## src/rtl/vend_credit_ctrl_pkg.sv

```systemverilog
// Shared definitions for the vending credit controller: transaction state
// encoding, coin codes and coin values in cents.
package vend_credit_ctrl_pkg;

  // Transaction states, 2-bit encoding.
  typedef enum logic [1:0] {
    StIdle     = 2'd0,
    StCollect  = 2'd1,
    StDispense = 2'd2,
    StChange   = 2'd3
  } vend_state_e;

  // Coin codes as presented on coin_value.
  typedef enum logic [1:0] {
    CoinNickel  = 2'd0,
    CoinDime    = 2'd1,
    CoinQuarter = 2'd2,
    CoinSlug    = 2'd3
  } coin_code_e;

  localparam int unsigned NickelCents  = 5;
  localparam int unsigned DimeCents    = 10;
  localparam int unsigned QuarterCents = 25;

endpackage

```

## src/rtl/vend_timeout_timer.sv

```systemverilog
// Inactivity timer for the coin-collection phase.
// Ports:
//   clk     - system clock, rising edge
//   rst     - asynchronous active-high reset
//   clear   - synchronous clear (takes priority over enable)
//   enable  - count one cycle
//   expired - count has reached TIMEOUT-1
module vend_timeout_timer #(
  parameter int unsigned TIMEOUT = 16
) (
  input  logic clk,
  input  logic rst,
  input  logic clear,
  input  logic enable,
  output logic expired
);

  localparam int unsigned CntW = $clog2(TIMEOUT + 1);
  localparam logic [CntW-1:0] LastCount = CntW'(TIMEOUT - 1);

  logic [CntW-1:0] count_d, count_q;

  assign expired = (count_q == LastCount);

  always_comb begin
    count_d = count_q;
    if (clear) begin
      count_d = '0;
    end else if (enable && !expired) begin
      // Holds at the last value; the owner leaves the counting state on expiry.
      count_d = count_q + 1'b1;
    end
  end

  always_ff @(posedge clk or posedge rst) begin
    if (rst) begin
      count_q <= '0;
    end else begin
      count_q <= count_d;
    end
  end

endmodule

```

## src/rtl/vend_credit_ctrl.sv

```systemverilog
// Vending transaction controller: collects coins while the session is
// active, requests a dispense once credit reaches PRICE, then returns any
// remaining credit one nickel per cycle and pulses done.
// Ports:
//   clk, rst        - clock (rising edge), asynchronous active-high reset
//   active          - session active from the upstream session FSM
//   coin_valid      - one-cycle coin strobe, coin_value gives the coin code
//   cancel          - user cancel request
//   dispense_ready  - dispenser accepts the request
//   dispense_valid  - dispense request, held until handshake
//   change_pulse    - one nickel returned this cycle
//   coin_reject     - registered pulse: the strobed coin is returned
//   credit          - current credit in cents
//   busy            - controller not idle
//   done            - registered pulse at end of transaction
module vend_credit_ctrl
  import vend_credit_ctrl_pkg::*;
#(
  parameter int unsigned PRICE    = 15,
  parameter int unsigned CREDIT_W = 8,
  parameter int unsigned TIMEOUT  = 16
) (
  input  logic                clk,
  input  logic                rst,
  input  logic                active,
  input  logic                coin_valid,
  input  logic [1:0]          coin_value,
  input  logic                cancel,
  input  logic                dispense_ready,
  output logic                dispense_valid,
  output logic                change_pulse,
  output logic                coin_reject,
  output logic [CREDIT_W-1:0] credit,
  output logic                busy,
  output logic                done
);

  localparam int unsigned SumW = CREDIT_W + 1;
  localparam logic [SumW-1:0]     MaxCredit = {1'b0, {CREDIT_W{1'b1}}};
  localparam logic [SumW-1:0]     PriceExt  = SumW'(PRICE);
  localparam logic [CREDIT_W-1:0] PriceW    = CREDIT_W'(PRICE);
  localparam logic [CREDIT_W-1:0] NickelW   = CREDIT_W'(NickelCents);

  vend_state_e         state_d, state_q;
  logic [CREDIT_W-1:0] credit_d, credit_q;
  logic                coin_reject_d, coin_reject_q;
  logic                done_d, done_q;

  logic [SumW-1:0] coin_cents;
  logic [SumW-1:0] credit_sum;
  logic            coin_ok;
  logic            coin_accept;
  logic            credit_nz;
  logic            timer_clear;
  logic            timer_enable;
  logic            timer_expired;

  always_comb begin
    coin_cents = '0;
    unique case (coin_code_e'(coin_value))
      CoinNickel:  coin_cents = SumW'(NickelCents);
      CoinDime:    coin_cents = SumW'(DimeCents);
      CoinQuarter: coin_cents = SumW'(QuarterCents);
      CoinSlug:    coin_cents = '0;
    endcase
  end

  // One extra bit so an add that would overflow the register is detectable.
  assign credit_sum = {1'b0, credit_q} + coin_cents;
  assign coin_ok    = coin_valid && (coin_value != CoinSlug) && (credit_sum <= MaxCredit);
  assign credit_nz  = (credit_q != '0);

  always_comb begin
    state_d      = state_q;
    credit_d     = credit_q;
    done_d       = 1'b0;
    coin_accept  = 1'b0;
    timer_clear  = 1'b1;
    timer_enable = 1'b0;

    unique case (state_q)
      StIdle: begin
        if (active) state_d = StCollect;
      end

      StCollect: begin
        timer_clear = 1'b0;
        if (cancel || !active) begin
          timer_clear = 1'b1;
          if (credit_nz) begin
            state_d = StChange;
          end else begin
            state_d = StIdle;
            done_d  = 1'b1;
          end
        end else if (timer_expired && credit_nz) begin
          state_d = StChange;
        end else if (coin_ok) begin
          coin_accept = 1'b1;
          timer_clear = 1'b1;
          credit_d    = credit_sum[CREDIT_W-1:0];
          if (credit_sum >= PriceExt) state_d = StDispense;
        end else begin
          // Idle time only counts once the customer has money in the machine.
          timer_enable = credit_nz;
        end
      end

      StDispense: begin
        if (dispense_ready) begin
          credit_d = credit_q - PriceW;
          state_d  = StChange;
        end
      end

      StChange: begin
        if (credit_nz) begin
          credit_d = credit_q - NickelW;
        end else begin
          state_d = StIdle;
          done_d  = 1'b1;
        end
      end

      default: state_d = StIdle;
    endcase
  end

  // Every strobed coin that does not add to credit is handed back.
  assign coin_reject_d = coin_valid && !coin_accept;

  always_ff @(posedge clk or posedge rst) begin
    if (rst) begin
      state_q       <= StIdle;
      credit_q      <= '0;
      coin_reject_q <= 1'b0;
      done_q        <= 1'b0;
    end else begin
      state_q       <= state_d;
      credit_q      <= credit_d;
      coin_reject_q <= coin_reject_d;
      done_q        <= done_d;
    end
  end

  vend_timeout_timer #(
    .TIMEOUT(TIMEOUT)
  ) u_timer (
    .clk    (clk),
    .rst    (rst),
    .clear  (timer_clear),
    .enable (timer_enable),
    .expired(timer_expired)
  );

  assign dispense_valid = (state_q == StDispense);
  assign change_pulse   = (state_q == StChange) && credit_nz;
  assign busy           = (state_q != StIdle);
  assign credit         = credit_q;
  assign coin_reject    = coin_reject_q;
  assign done           = done_q;

endmodule

```

## config.mk

```make
export PLATFORM = sky130hd
export DESIGN_NAME = vend_credit_ctrl
export DESIGN_NICKNAME = d
export VERILOG_FILES = /design/src/rtl/vend_credit_ctrl_pkg.sv /design/src/rtl/vend_timeout_timer.sv /design/src/rtl/vend_credit_ctrl.sv
export SDC_FILE = /design/constraint.sdc
export NUM_CORES = 1
export LEC_CHECK = 0
export CORE_MARGIN = 1
export CORE_UTILIZATION = 40
export DETAILED_ROUTE_END_ITERATION = 16
export HOLD_SLACK_MARGIN = 0.02
export SLEW_MARGIN = 10
export SYNTH_ARGS = -nofsm -noshare
export SYNTH_HDL_FRONTEND = slang
export SYNTH_HIERARCHICAL = 1
export SYNTH_SLANG_ARGS = --single-unit
```

## constraint.sdc

```tcl
create_clock -name clk -period 4 [get_ports clk]
set_clock_uncertainty 0.1 [all_clocks]
set_input_delay 0.8 -clock clk [delete_from_list [all_inputs] [get_ports clk]]
set_output_delay 0.8 -clock clk [all_outputs]
set_load 0.1 [all_outputs]
```

==> impl_metrics.tcl <==
set metrics [dict create \
    die-height_um 66.09 \
    placed_cells 259 \
    synth_area_um2 1643 \
    cts_sinks 17 \
    reg2reg_depth 9 \
    preCtsSetupSlack_ns -0.1809 \
    cts-buffers-inserted 3 \
    grt_first_pass_wirelength_um 6644 \
    grt_pass1_vias 1390 \
    tightest_slew_ns 0.9726 \
    fin_nets 239 \
    path_class "in2reg" \
    cts_max_path_buffers 2 \
    via_per_inst 5.540 \
    maxCapViolCount 0 \
    dr_wl_met2_um 1811 \
    ys.flop_type "dfrtp_1" \
    synth.distinct_cells 52 \
    area_growth_pct 20.26 \
    die_area_um2 4367 \
    final_layout_size_suffix_gt1_share_pct 18.60 \
    yosysTopAreaCellShare_pct 25.89 \
    synth_edf_count 0 \
    slew_violations 0 \
    rsz0062_at_grt "no" \
    start_util_pct 43.25 \
    routed_wl_um 3871 \
    path_clk_slew_ns 0.07 \
    highest_layer "met4" \
    yosys.area.top_type "dfrtp_1" \
    yosys-top-cells-count "nand2_1 (19), dfrtp_1 (17), nor2_1 (16)" \
    final_cells 263 \
    slew-limit-headroom_pct 34.96 \
    insertion_delay_ns 0.26 \
    period_share_pct 95.50 \
    final_cell_area_um2 1976 \
    core-area_um2 3799 \
    post_synth_inst_count 189 \
    hold_violations 0 \
    dieWidth_um 66.09 \
    overflow 0 \
    synth_seq_cells 17 \
    grt_usage_pct 20.42 \
    antenna_left 0 \
    async_flop_share_pct 100.0 \
    whs_ns 0.4594 \
    synth_most_common_cell "nand2_1" \
    cts_max_level 1 \
    rows 22 \
    endpoint_kind "flip-flop" \
    cp-start-kind "input port" \
    cts_hold_buf 0 \
    drc 0 \
    ys_top_cells_by_area "dfrtp_1 (26%), ha_1 (9.9%), nand2_1 (4.3%), nor2_1 (3.7%), inv_1 (3.4%)" \
    antenna_found_initial 0 \
    yosysWarningCount 6 \
    dr.pass1.iters 4 \
    ys_seq_area_share_pct 25.89 \
    grt_max_degree 18 \
    wl_met3_um 145 \
    hold_depth 2 \
    syn_avg_cell_area_um2 8.692 \
    required_ns 4.04 \
    vias 1457 \
    hp-class "reg2reg" \
    cts_root_buf "clkbuf_8" \
    cts_tree "yes" \
    max_freq_mhz 261.8 \
    crit_fanout 5 \
    timing.final.ws_setup_ns 0.1801 \
    synth_nets 212 \
    wl_met1_um 1854 \
    drt_iter0_drc 97 \
    cp.arrival_ns 3.86 \
    port_buffers 20 \
    wl_per_cell_um 14.72 \
    place_area_um2 1916 \
    ios 21 \
    n_antenna_cell 0 \
    timing.final.crit_period_ns 3.820 \
    gp_congestion 0.8799 \
    status "completed" \
    dpl.hpwl_um 3087 \
    setup_violations 0 \
]
## logic make-up after synthesis
group	count (synthesis)	share of synthesized area [%]
AOI/OAI and AO/OA	44	20.57
adders and majority gates	15	12.34
DFF	17	25.90
xor gates and xnor gates	8	4.265
buffers and inverters	25	7.692
and+or+nand+nor	73	24.68
muxes	7	4.570
## layout make-up
class                   instances  area [µm²]
fillers                       354        1823
well taps                      48       60.06
multi-input cells             147        1105
clock buffers                   3       41.29
inverters                      15       56.30
clock inverters                 1       5.005
flip-flops and latches         17       425.4
repair buffers                 32       282.8
## final timing paths
check,from,endpoint,slack (ns)
worst max register to register,credit[0],u_timer/count_q[3],1.25
worst min register to register,u_timer/count_q[1],u_timer/count_q[1],0.46
worst max-delay path,coin_value[1],u_timer/count_q[3],0.18
min in group asynchronous,rst,u_timer/count_q[1],0.66
worst min-delay path,u_timer/count_q[1],u_timer/count_q[1],0.46
max in group asynchronous,rst,async pin,2.64
## state kept, by name, summed over array words and instances, names as in the netlist, named ones only
register / count
coin_reject: 1
credit: 8
done: 1
state_q: 1
u_timer/count_q: 5
## worst max-delay path: stages
cell             delay [ns]
clkdlybuf4s50_1        0.50
inv_1                  0.08
ha_1                   0.19
or2_2                  0.27
ha_1                   0.21
fa_2                   0.39
a21oi_4                0.16
a21oi_2                0.07
a2111oi_4              0.48
nor4_1                 0.12
nor2b_4                0.15
nand4_1                0.10
mux2_1                 0.33
## per-layer routing
layer	up-vias	global-route usage (%)
li1	727	-
met1	692	28.04
met2	32	31.89
met3	6	3.793
met4	0	6.915
met5	-	0
## what timing repair did
action / in CTS / in global routing
setup buffers: 0 / 0
endpoints found under the setup margin: 0 / 10
gates resized for setup: 0 / 3
## layout by cell type, fill, tap and decap left out, types with 3 or more instances in the layout
cell              n
nor4_1            4
xnor2_1           5
dfrtp_1          17
o21ai_0           8
and2_1            4
xor2_1            3
buf_4            15
nor2_1           16
o21ai_1           3
nand4_1           4
ha_1             13
and3_1            3
nand3_1           3
or2_2             6
a21oi_1           7
a21o_1            4
mux2i_1           3
clkdlybuf4s50_1  17
inv_1            15
clkbuf_8          3
a211oi_1          3
nand2_1          19
## metrics by stage
step / util (%) / TNS, ns
2_1_floorplan: - / 0
3_3_place_gp: 50.43 / -0.05296
3_5_place_dp: 50.43 / -0.9586
4_1_cts: 51.65 / 0
5_1_grt: 52.01 / 0
6_report: 52.01 / 0
Power is not shown: default switching activity piles up to over one toggle a cycle in this logic, so the estimate is an artifact.
